`config.mk`:
```
export PLATFORM = sky130hd
export DESIGN_NAME = gate_exerciser
export DESIGN_NICKNAME = d
export VERILOG_FILES = /design/src/rtl/gate_ex_pkg.sv /design/src/rtl/gate_ex_seq.sv /design/src/rtl/gate_exerciser.sv
export SDC_FILE = /design/constraint.sdc
export NUM_CORES = 1
export LEC_CHECK = 0
export ABC_AREA = 1
export CORE_UTILIZATION = 40
export DETAILED_ROUTE_END_ITERATION = 6
export HOLD_SLACK_MARGIN = 0.08
export SLEW_MARGIN = 20
export SYNTH_ARGS = -nofsm -noshare
export SYNTH_HDL_FRONTEND = slang
export SYNTH_HIERARCHICAL = 1
export SYNTH_SLANG_ARGS = --single-unit
```
`constraint.sdc`:
```
create_clock -name CLK -period 1.9 [get_ports CLK]
set_input_delay 0.285 -clock CLK [delete_from_list [all_inputs] [get_ports CLK]]
set_output_delay 0.285 -clock CLK [all_outputs]
set_load 0.005 [all_outputs]
```
`src/rtl/gate_ex_pkg.sv`:
```
// Shared types and widths for the gate exerciser: FSM state encoding and
// index / error-count / settle-counter widths.
package gate_ex_pkg;

    typedef enum logic [1:0] {
        IDLE  = 2'd0,
        APPLY = 2'd1,
        CHECK = 2'd2,
        FIN   = 2'd3
    } state_t;

    localparam int IDX_W    = 2;
    localparam int ERR_W    = 8;
    localparam int SETTLE_W = 4;
    localparam int PASS_W   = 8;

endpackage

```
`src/rtl/gate_ex_seq.sv`:
```
// Sequencing counters for the gate exerciser: settle counter, combination
// index and pass counter, with the settle-done and last-combination strobes.
module gate_ex_seq
    import gate_ex_pkg::*;
#(
    parameter int SETTLE = 2,
    parameter int PASSES = 1
) (
    input  logic             clk,
    input  logic             rst,
    input  logic             clear,
    input  logic             in_apply,
    input  logic             in_check,
    output logic [IDX_W-1:0] idx,
    output logic             settle_done,
    output logic             last_comb
);

    localparam logic [SETTLE_W-1:0] SETTLE_END = SETTLE_W'(SETTLE - 1);
    localparam logic [PASS_W-1:0]   LAST_PASS  = PASS_W'(PASSES - 1);
    localparam logic [IDX_W-1:0]    IDX_LAST   = '1;

    logic [SETTLE_W-1:0] settle_cnt;
    logic [PASS_W-1:0]   pass_cnt;

    assign settle_done = in_apply && (settle_cnt == SETTLE_END);
    assign last_comb   = (idx == IDX_LAST) && (pass_cnt == LAST_PASS);

    // Index wraps 3 -> 0 naturally; the pass counter advances on that wrap.
    always_ff @(posedge clk) begin
        if (rst || clear) begin
            settle_cnt <= '0;
            idx        <= '0;
            pass_cnt   <= '0;
        end else begin
            if (settle_done) begin
                settle_cnt <= '0;
            end else if (in_apply) begin
                settle_cnt <= settle_cnt + 1'b1;
            end
            if (in_check) begin
                idx <= idx + 1'b1;
                if (idx == IDX_LAST) begin
                    pass_cnt <= pass_cnt + 1'b1;
                end
            end
        end
    end

endmodule

```
`src/rtl/gate_exerciser.sv`:
```
// Stimulus generator / response checker for a 2-input gate under test.
// Optional macro GATE_EX_FIRST_FAIL_EN adds FIRST_FAIL_VLD / FIRST_FAIL outputs.
module gate_exerciser
    import gate_ex_pkg::*;
#(
    parameter logic [3:0] TRUTH  = 4'b1000,
    parameter int         SETTLE = 2,
    parameter int         PASSES = 1
) (
    input  logic             CLK,
    input  logic             RST,
    input  logic             START,
    input  logic             Y_IN,
    output logic             A_OUT,
    output logic             B_OUT,
    output logic             BUSY,
    output logic             DONE,
    output logic             PASS,
    output logic [ERR_W-1:0] ERR_CNT,
    output logic [3:0]       FAIL_VEC
`ifdef GATE_EX_FIRST_FAIL_EN
    ,
    output logic             FIRST_FAIL_VLD,
    output logic [IDX_W-1:0] FIRST_FAIL
`endif
);

    localparam logic [ERR_W-1:0] ERR_MAX = '1;

    function automatic logic [ERR_W-1:0] sat_inc(input logic [ERR_W-1:0] v);
        return (v == ERR_MAX) ? v : v + 1'b1;
    endfunction

    state_t           state;
    state_t           state_nxt;
    logic [IDX_W-1:0] idx;
    logic [IDX_W-1:0] apply_idx;
    logic             settle_done;
    logic             last_comb;
    logic             in_apply;
    logic             in_check;
    logic             start_acc;
    logic             enter_apply;
    logic             enter_fin;
    logic             mismatch;

    assign in_apply    = (state == APPLY);
    assign in_check    = (state == CHECK);
    assign start_acc   = (state == IDLE) && START;
    assign enter_fin   = in_check && last_comb;
    assign enter_apply = start_acc || (in_check && !last_comb);
    assign mismatch    = in_check && (Y_IN != TRUTH[idx]);
    // The sequencer advances idx on the same edge, so pre-compute its next value.
    assign apply_idx   = start_acc ? '0 : idx + 1'b1;

    gate_ex_seq #(
        .SETTLE (SETTLE),
        .PASSES (PASSES)
    ) u_seq (
        .clk         (CLK),
        .rst         (RST),
        .clear       (start_acc),
        .in_apply    (in_apply),
        .in_check    (in_check),
        .idx         (idx),
        .settle_done (settle_done),
        .last_comb   (last_comb)
    );

    always_comb begin
        state_nxt = state;
        case (state)
            IDLE:    if (START) state_nxt = APPLY;
            APPLY:   if (settle_done) state_nxt = CHECK;
            CHECK:   state_nxt = last_comb ? FIN : APPLY;
            FIN:     state_nxt = IDLE;
            default: state_nxt = IDLE;
        endcase
    end

    always_ff @(posedge CLK) begin
        if (RST) begin
            state <= IDLE;
        end else begin
            state <= state_nxt;
        end
    end

    // Drive and status outputs are registered so the gate sees clean edges.
    always_ff @(posedge CLK) begin
        if (RST) begin
            A_OUT <= 1'b0;
            B_OUT <= 1'b0;
            BUSY  <= 1'b0;
            DONE  <= 1'b0;
        end else begin
            BUSY <= (state_nxt == APPLY) || (state_nxt == CHECK);
            DONE <= (state_nxt == FIN);
            if (enter_apply) begin
                {A_OUT, B_OUT} <= apply_idx;
            end else if (enter_fin) begin
                {A_OUT, B_OUT} <= 2'b00;
            end
        end
    end

    always_ff @(posedge CLK) begin
        if (RST) begin
            ERR_CNT  <= '0;
            FAIL_VEC <= '0;
            PASS     <= 1'b0;
        end else if (start_acc) begin
            ERR_CNT  <= '0;
            FAIL_VEC <= '0;
            PASS     <= 1'b0;
        end else begin
            if (mismatch) begin
                ERR_CNT       <= sat_inc(ERR_CNT);
                FAIL_VEC[idx] <= 1'b1;
            end
            // Fold in the final CHECK result, which lands on this same edge.
            if (enter_fin) begin
                PASS <= (ERR_CNT == '0) && !mismatch;
            end
        end
    end

`ifdef GATE_EX_FIRST_FAIL_EN
    always_ff @(posedge CLK) begin
        if (RST || start_acc) begin
            FIRST_FAIL_VLD <= 1'b0;
            FIRST_FAIL     <= '0;
        end else if (mismatch && !FIRST_FAIL_VLD) begin
            FIRST_FAIL_VLD <= 1'b1;
            FIRST_FAIL     <= idx;
        end
    end
`endif

endmodule

```
==> metrics.txt, run 1 <==
initial antenna violation count=0; Routed wire per std cell=between 10 and 15 um; final std cell area, no fill=around 0.0021 sq mm; number of global-route vias before repair=1333; cell type with the largest total area after synthesis=sky130_fd_sc_hd__dfxtp_1; GR Overflow Total=0; startpoint of the worst hold path=FAIL_VEC[3]; Nets=just under 300; port bufs=20; most frequent cell after synthesis=sky130_fd_sc_hd__nand2_1; clk_lat worst skew=0.28 ns; category of the critical setup timing path=flip-flop to flip-flop; initial drt markers=between 100 and 150; buffers plus inverters on the worst setup path=3; capturing element type of the critical path=flip-flop; Period minus WS final=1.64 ns; clock-pin transition on the worst setup and hold timing paths=about 0.060 ns; Worst path slowest cell=sky130_fd_sc_hd__dfxtp_1; cells taking the most area after synthesis=sky130_fd_sc_hd__dfxtp_1 38%, sky130_fd_sc_hd__nand2_1 11%, sky130_fd_sc_hd__ha_1 8.6%; Yosys warning total=6; number of cells produced by synthesis=around 240; drt drc=0; Clock Tree Root=sky130_fd_sc_hd__clkbuf_8; worst rel slew slack=79.8%; pin count of the biggest net entering global routing=10; Most used DFF post-synth=sky130_fd_sc_hd__dfxtp_1; starting density of the core=42.6%; setup repair after global routing missed its margin=no; post-synthesis async set-or-reset flop share=0%; worst supply voltage drop on vdd=0.000296 V; final total negative setup slack=0 ns; count of boundary I/O pins=21; met2 Usage GRT=26.2%; count of filler cells inserted in the layout=405; synthesis-to-finish area growth=22.4%; number of core rows=23; CTS max path bufs=2; top achievable clock speed=approximately 600 MHz; Synth cell types=29; number of pins with negative max-slew slack in the final report=0; delay-heaviest family, CP=simple AND/OR/NAND/NOR gates; first-pass GRT wire length=between 5000 and 6000 um; First-pass DRT Iterations=4; launch point of the worst path=u_seq/idx[0]; reg2reg start=u_seq/idx[0]; Crit path largest cell delay=0.35 ns; CTS Buf Count=5; DRT Wirelength=3350 um; post-synthesis sequential element count=33; Core ar.=slightly above 0.004 sq mm; die boundary width=68.0 um; DR vias=between 1500 and 2000; Detail Placement HPWL=2520 um; final-report hold violation count=0; weighted congestion at the end of routability-driven global placement=0.822; All-Layer GR Usage=~17%; layout cell share with drive strength beyond 1=10.6%; skew final=0.00413 ns; maximum fanout along the worst path=3; routing layer with the top usage in global route=met2; routing usage on met3=about 5.3%; average cell area after synthesis=about 7.2 sq um; class of the most critical hold timing path=flip-flop to flip-flop; proportion of synthesized chip area in sequential cells=a little under two fifths; Detail Route Antenna Nets=0; Die H=approximately 68 um; endpoint required time on the critical path=2.08 ns; netlist area before placement=0.00174 sq mm; P_leak=0.875 nW; Max Cap Violations=0; synth cell count leaders=49 x sky130_fd_sc_hd__nand2_1, 39 x sky130_fd_sc_hd__inv_1, 33 x sky130_fd_sc_hd__dfxtp_1; area share of the largest cell type after synthesis=around 38%; startpoint type of the worst setup path=flip-flop; count of endpoints failing setup in the final report=0; die area=approximately 0.0046 sq mm; portion of the clock cycle consumed by the worst path in the final layout=around 86%; run status=completed; drt via density=4.69; sink count of the clock tree=33; Ant. Diodes=0; count of flip-flops with a built-in enable after synthesis=0; number of H-tree levels=2; arrival time at the worst endpoint=between 1.5 and 2 ns; series of cell instances along the critical path=ha_2 > nand2_1 > nor3_1 > nand2_1 > nor3_2 > inv_1 > nor2_2 > inv_1 > nand2_1 > ha_1 > inv_1 > nor2_1; area of placed instances=roughly 0.0020 sq mm; slew at the pin closest to its max-slew limit=about 0.30 ns; Synth Net Count=roughly 260; met1 track demand over resource in global routing=roughly 22%; CTS tree=yes; power density cells=~600 mW/mm^2
## timing repair
action / 4_1_cts / 5_1_grt
hold buffers: 0 / 0
buffers inserted: 0 / 1
setup endpoints to repair: 0 / 2
resized for setup: 0 / 3
## per-stage QoR
| step | power, mW | setup WS [ns] | cells | hold slack [ns] | util [%] |
|---|---|---|---|---|---|
| after floorplan | 0.765 | 0.199 | 241 | 0.354 | - |
| after global placement | 0.798 | 0.187 | 315 | 0.450 | 49.8 |
| after detailed placement | 0.798 | 0.0994 | 315 | 0.458 | 49.8 |
| after CTS | 1.31 | 0.0887 | 323 | 0.475 | 51.7 |
| after global routing | 1.36 | 0.0236 | 324 | 0.511 | 52.2 |
| final | 1.29 | 0.258 | 324 | 0.470 | 52.2 |
## registers in the layout, indices dropped and copies added (netlist names), 2 cells and up
| register | count |
|---|---|
| u_seq/pass_cnt | 8 |
| FAIL_VEC | 4 |
| ERR_CNT | 8 |
| state | 2 |
| u_seq/settle_cnt | 4 |
| u_seq/idx | 2 |
## final timing paths
| kind | cells after the start | endpoint | slack (ns) |
|---|---|---|---|
| worst min register to register | 1 | FAIL_VEC[3] | 0.47 |
| worst max register to register | 12 | BUSY | 0.26 |
| worst min-delay path | 1 | FAIL_VEC[3] | 0.47 |
| worst max-delay path | 12 | BUSY | 0.26 |
## cells in the final DEF (no fill, tap or decap), types with 4 or more instances in the layout
cell type / instances
sky130_fd_sc_hd__nor3_1: 6
sky130_fd_sc_hd__buf_4: 6
sky130_fd_sc_hd__clkbuf_8: 5
sky130_fd_sc_hd__dfxtp_1: 33
sky130_fd_sc_hd__nand4_1: 4
sky130_fd_sc_hd__nand2_1: 49
sky130_fd_sc_hd__nor2_1: 30
sky130_fd_sc_hd__ha_1: 11
sky130_fd_sc_hd__clkdlybuf4s50_1: 20
sky130_fd_sc_hd__inv_1: 39
sky130_fd_sc_hd__nor2_2: 4
sky130_fd_sc_hd__a21oi_1: 20
sky130_fd_sc_hd__nand3_1: 13
sky130_fd_sc_hd__o21ai_0: 6
## cells by family (layout without fill, tap and decap cells)
family / count (synthesis) / in the layout / synth area share, %
xor+xnor: 3 / 3 / 1.51
compound gates: 32 / 32 / 9.99
fa+ha+maj: 12 / 12 / 8.62
buf+inv: 42 / 75 / 9.41
flops: 33 / 33 / 37.9
simple gates: 118 / 118 / 32.0
mux: 1 / 1 / 0.575
## worst reg2reg max path, delay by kind of cell, from the launching register on
kind | cells | cell delay (ns)
adders and majority gates | 2 | 0.42
and+or+nand+nor | 7 | 0.57
buffers and inverters | 3 | 0.20
DFF | 1 | 0.35
## layer usage
metal | wire, um | vias up
met5 | 0 | -
met4 | 33 | 0
met3 | 147 | 4
met2 | 1440 | 30
met1 | 1730 | 661
li1 | - | 823
## cell type report
type / instances / area (sq um) / share of cell area [%]
Clock buffer: 8 / 80.1 / 3.76
Timing Repair Buffer: 26 / 245 / 11.5
Multi-Input combinational cell: 166 / 927 / 43.5
Inverter: 41 / 156 / 7.34
Sequential cell: 33 / 661 / 31.0
Tap cell: 50 / 62.6 / 2.93
## power breakdown
group	internal (mW)	switching, mW	total [mW]
registers	0.698	0.00519	0.703
logic	0.0325	0.0461	0.0786
clock network	0.260	0.247	0.507
total	0.991	0.298	1.29
Note: power is estimated with default switching activity, not from simulation.
==> run 2, diff against run 1 <==
--- a/config.mk
+++ b/config.mk
@@ -9,6 +9,7 @@
 export CORE_UTILIZATION = 40
 export DETAILED_ROUTE_END_ITERATION = 6
 export HOLD_SLACK_MARGIN = 0.08
+export PLACE_DENSITY = 0.62
 export SLEW_MARGIN = 20
 export SYNTH_ARGS = -nofsm -noshare
 export SYNTH_HDL_FRONTEND = slang
==> run 2 against run 1 <==
Critical path depth did not move. Clock-buffer cell count fell by 1. Via count grew 0.59%. Utilization grew 0.15 points. Critical endpoint unchanged. First-iteration DRC count fell by 35%. Sequential cell count unchanged. Critical path type unchanged.
==> metrics.txt, run 2 (same netlist as run 1, synthesis figures left out) <==
DRT Wirelength=around 3400 um; capturing element type of the critical path=flip-flop; Clock Tree Root=sky130_fd_sc_hd__clkbuf_8; Detail Route Antenna Nets=0; delay-heaviest family, CP=simple AND/OR/NAND/NOR gates; Final Power=about 1.3 mW; startpoint type of the worst setup path=flip-flop; die area=about 0.0046 sq mm; number of core rows=23; port bufs=20; First-pass DRT Iterations=5; launch point of the worst path=u_seq/idx[1]; Core ar.=a little over 0.004 sq mm; Ant. Diodes=0; Non-Filler Instances=approximately 320; Nets=~290; sink count of the clock tree=33; worst slack at placement=about 0.17 ns; number of buffers inserted to repair setup after CTS=0; series of cell instances along the critical path=ha_2 > nand2_1 > nor3_1 > nand2_1 > nor3_2 > inv_1 > nor2_2 > inv_1 > nand2_1 > ha_1 > inv_1 > nor2_1; number of hold buffers added after cts=0; worst hold slack=0.467 ns; most frequent standard cell in the layout excluding fill and tap cells=sky130_fd_sc_hd__nand2_1; starting density of the core=a little over two fifths; Max Cap Violations=0; Period minus WS final=approximately 1.7 ns; first-pass GRT wire length=between 5000 and 6000 um; count of endpoints failing setup in the final report=0; count of boundary I/O pins=21; worst setup slack for register-to-register paths=approximately 0.21 ns; synthesis-to-finish area growth=22.8%; endpoint of the worst register-to-register path=BUSY; number of H-tree levels=2; initial antenna violation count=0; drt via density=between 4 and 5; Die H=about 68 um; All-Layer GR Usage=16.5%; class of the most critical hold timing path=flip-flop to flip-flop; worst-case reg-to-reg path depth=12; reg2reg start=u_seq/idx[1]; clk_lat worst skew=0.28 ns; number of pins with negative max-slew slack in the final report=0; top achievable clock speed=about 590 MHz; worst supply voltage drop on vdd=roughly 0.00035 V; slew at the pin closest to its max-slew limit=approximately 0.28 ns; category of the critical setup timing path=flip-flop to flip-flop; Crit path largest cell delay=~0.34 ns; skew final=between 0.006 and 0.007 ns; largest registers=ERR_CNT x8, u_seq/pass_cnt x8; CTS max path bufs=2; maximum fanout along the worst path=3; initial drt markers=70; weighted congestion at the end of routability-driven global placement=0.835; run status=completed; arrival time at the worst endpoint=about 1.9 ns; Routed wire per std cell=between 10 and 15 um; portion of the clock cycle consumed by the worst path in the final layout=approximately nine tenths; worst rel slew slack=between 80% and 90%; endpoint required time on the critical path=around 2.1 ns; final-report hold violation count=0; drt drc=0; number of global-route vias before repair=approximately 1300; least setup slack across all paths after layout=0.213 ns; GR Overflow Total=0; Worst path slowest cell=sky130_fd_sc_hd__dfxtp_1; final total negative setup slack=0 ns; Cell Count Post-Placement=~320; pin count of the biggest net entering global routing=10; DR vias=around 1500; buffers plus inverters on the worst setup path=3; power density cells=slightly above 600 mW/mm^2; Detail Placement HPWL=approximately 2600 um; P_leak=0.880 nW; die boundary width=roughly 68 um; total number of cells along the worst setup path=12; count of filler cells inserted in the layout=approximately 420; layout cell share with drive strength beyond 1=11.0%; most frequent cells in the layout=49 x sky130_fd_sc_hd__nand2_1, 39 x sky130_fd_sc_hd__inv_1, 33 x sky130_fd_sc_hd__dfxtp_1; CTS Buf Count=5; clock-pin transition on the worst setup and hold timing paths=roughly 0.060 ns; critical path endpoint=BUSY; CTS tree=yes
## run 2: changes by cell type in the layout (fill, tap and decap cells not counted), sizes merged
cell	change
clkbuf	-1
## run 2: timing repair
action / in CTS / in global routing
gates resized for setup: 0 / 3
endpoints found under the setup margin: 0 / 2
hold endpoints to repair: 0 / 0
## run 2: how the worst min path moves through the flow
stage | start | end | slack, ns | cells after the start
6_report | FAIL_VEC[3] | FAIL_VEC[3] | 0.47 | 1
5_1_grt | B_OUT | B_OUT | 0.51 | 2
4_1_cts | FAIL_VEC[3] | FAIL_VEC[3] | 0.47 | 1
3_5_place_dp | FAIL_VEC[3] | FAIL_VEC[3] | 0.46 | 1
3_3_place_gp | FAIL_VEC[3] | FAIL_VEC[3] | 0.45 | 1
2_1_floorplan | RST | state[1] | 0.35 | 1
## run 2: area by class of cell
| class | count | area (sq um) | area share (%) |
|---|---|---|---|
| Tap cell | 50 | 62.6 | 2.93 |
| Clock buffer | 7 | 86.3 | 4.04 |
| Multi-Input combinational cell | 166 | 927 | 43.4 |
| Sequential cell | 33 | 661 | 30.9 |
| Timing Repair Buffer | 26 | 245 | 11.5 |
| Inverter | 41 | 156 | 7.31 |
## run 2: per-layer routing
metal / up-vias / track usage (%) / wire length (um)
met5: - / 0 / 0
met4: 0 / 7.03 / 50
met3: 6 / 4.00 / 107
met2: 26 / 26.5 / 1490
met1: 671 / 20.8 / 1770
li1: 824 / - / -
## run 2: metrics by stage
| stage | instance area (sq um) | util, % |
|---|---|---|
| finish | 2140 | 52.3 |
| global route | 2140 | 52.3 |
| CTS | 2130 | 52.1 |
| detailed placement | 2040 | 50.0 |
| global placement | 2040 | 50.0 |
| floorplan | 1740 | - |
## run 2: power breakdown
group	switching [mW]	internal, mW	total (mW)
registers	0.00548	0.698	0.704
clock network	0.233	0.287	0.520
logic	0.0469	0.0325	0.0794
total	0.286	1.02	1.30
==> run 3, diff against run 2 <==
--- a/config.mk
+++ b/config.mk
@@ -10,6 +10,7 @@
 export DETAILED_ROUTE_END_ITERATION = 6
 export HOLD_SLACK_MARGIN = 0.08
 export PLACE_DENSITY = 0.62
+export SETUP_SLACK_MARGIN = 0.1
 export SLEW_MARGIN = 20
 export SYNTH_ARGS = -nofsm -noshare
 export SYNTH_HDL_FRONTEND = slang
==> run 3 against run 2 <==
Design area rose by 0.59%. Setup slack better by 0.034 ns. Wire length is 0.73% lower. Combinational power is essentially flat. Global-route usage is the same. Clock power is essentially flat. First-iteration DRC count shrank 4.3%. Sequential power is essentially flat. Clock-buffer cell count stayed put. Largest cell class unchanged. Largest power group unchanged.
==> metrics.txt, run 3 (same netlist as run 1, synthesis figures left out) <==
startpoint type of the worst setup path=flip-flop; most frequent cells in the layout=49 x sky130_fd_sc_hd__nand2_1, 36 x sky130_fd_sc_hd__inv_1, 31 x sky130_fd_sc_hd__dfxtp_1; most frequent standard cell in the layout excluding fill and tap cells=sky130_fd_sc_hd__nand2_1; layout cell share with drive strength beyond 1=roughly an eighth; series of cell instances along the critical path=ha_2 > nand2_1 > nor3_2 > nand2_1 > nor3_2 > inv_2 > nor2_4 > inv_1 > nand2_1 > ha_1 > inv_1 > nor2_1; final total negative setup slack=0 ns; All-Layer GR Usage=between 10% and 20%; synthesis-to-finish area growth=23.5%; Die H=around 68 um; slew at the pin closest to its max-slew limit=0.282 ns; final-report hold violation count=0; die area=approximately 0.0046 sq mm; delay-heaviest family, CP=simple AND/OR/NAND/NOR gates; class of the most critical hold timing path=flip-flop to flip-flop; CTS Buf Count=5; worst rel slew slack=81.2%; Detail Route Antenna Nets=0; worst hold slack=0.467 ns; largest registers=ERR_CNT x8, u_seq/pass_cnt x8; number of global-route vias before repair=about 1300; CP dominant cell by count=sky130_fd_sc_hd__nand2_1; number of pins with negative max-slew slack in the final report=0; Period minus WS final=about 1.7 ns; initial drt markers=67; Core ar.=~0.0041 sq mm; worst supply voltage drop on vdd=between 0.0003 and 0.0004 V; count of endpoints failing setup in the final report=0; worst slack at placement=around 0.17 ns; Crit path largest cell delay=between 0.3 and 0.4 ns; drt drc=0; number of core rows=23; Worst path slowest cell=sky130_fd_sc_hd__dfxtp_2; Clock Tree Root=sky130_fd_sc_hd__clkbuf_8; P_leak=a little under 0.9 nW; starting density of the core=between 40% and 50%; drt via density=~4.7; capturing element type of the critical path=flip-flop; DRT Wirelength=~3400 um; first-pass GRT wire length=roughly 5700 um; DRT met1 WL=between 1500 and 2000 um; least setup slack across all paths after layout=approximately 0.25 ns; clock-pin transition on the worst setup and hold timing paths=approximately 0.06 ns; Detail Placement HPWL=roughly 2600 um; utilization after layout=between 50 and 60%; portion of the clock cycle consumed by the worst path in the final layout=just under 90%; port bufs=20; setup repair after global routing missed its margin=no; endpoint required time on the critical path=about 2.1 ns; combined flip-flop and latch cell area=663 sq um; First-pass DRT Iterations=5; Ant. Diodes=0; Max Used Layer=met4; number of hold buffers added after cts=0; GR Overflow Total=0; run status=completed; pin count of the biggest net entering global routing=10; count of filler cells inserted in the layout=about 420; Nets=~290; sink count of the clock tree=33; category of the critical setup timing path=flip-flop to flip-flop; Multi-input gate area=937 sq um; skew final=0.00632 ns; Met3 Wirelength=111 um; clk_lat worst skew=roughly 0.28 ns; weighted congestion at the end of routability-driven global placement=about 0.84; Final Power=1.31 mW; maximum fanout along the worst path=3; power density cells=just over 600 mW/mm^2; initial antenna violation count=0; top achievable clock speed=a little over 600 MHz; die boundary width=68.0 um; number of buffers inserted to repair setup after CTS=0; startpoint of the worst hold path=FAIL_VEC[3]; count of boundary I/O pins=21; CTS tree=yes; arrival time at the worst endpoint=1.83 ns; buffers plus inverters on the worst setup path=3; CTS max path bufs=2; DR vias=around 1500; reg2reg start=u_seq/idx[1]; launch point of the worst path=u_seq/idx[1]; total met2 wirelength after detailed routing=1450 um; number of H-tree levels=2; Routed wire per std cell=10.5 um; Max Cap Violations=0
run 3: final timing paths:
| check | endpoint | slack [ns] | cells past startpoint |
|---|---|---|---|
| worst max-delay path | BUSY | 0.25 | 12 |
| worst min-delay path | FAIL_VEC[3] | 0.47 | 1 |
| worst max register to register | BUSY | 0.25 | 12 |
| worst min register to register | FAIL_VEC[3] | 0.47 | 1 |
run 3: repair_timing:
action / 4_1_cts / 5_1_grt
setup endpoints to repair: 0 / 3
hold endpoints to repair: 0 / 0
gates resized for setup: 0 / 10
run 3: routing by layer:
layer  vias to the layer above  global-route usage [%]
li1                        825                       -
met1                       660                    20.8
met2                        25                    26.5
met3                         7                    4.00
met4                         0                    7.03
met5                         -                       0
run 3: through the flow:
stage,instance area [sq um],instances
2_1_floorplan,1740,241
3_5_place_dp,2040,316
3_3_place_gp,2040,316
5_1_grt,2150,323
6_report,2150,323
4_1_cts,2130,323
run 3: final cells by class:
class | count | share of cell area (%)
Sequential cell | 33 | 30.8
Tap cell | 50 | 2.91
Multi-Input combinational cell | 166 | 43.6
Timing Repair Buffer | 26 | 11.4
Inverter | 41 | 7.27
Clock buffer | 7 | 4.01
run 3: power by group:
part,internal (mW),switching (mW)
sequential,0.698,0.00548
combinational,0.0325,0.0468
clock,0.287,0.236
total,1.02,0.288
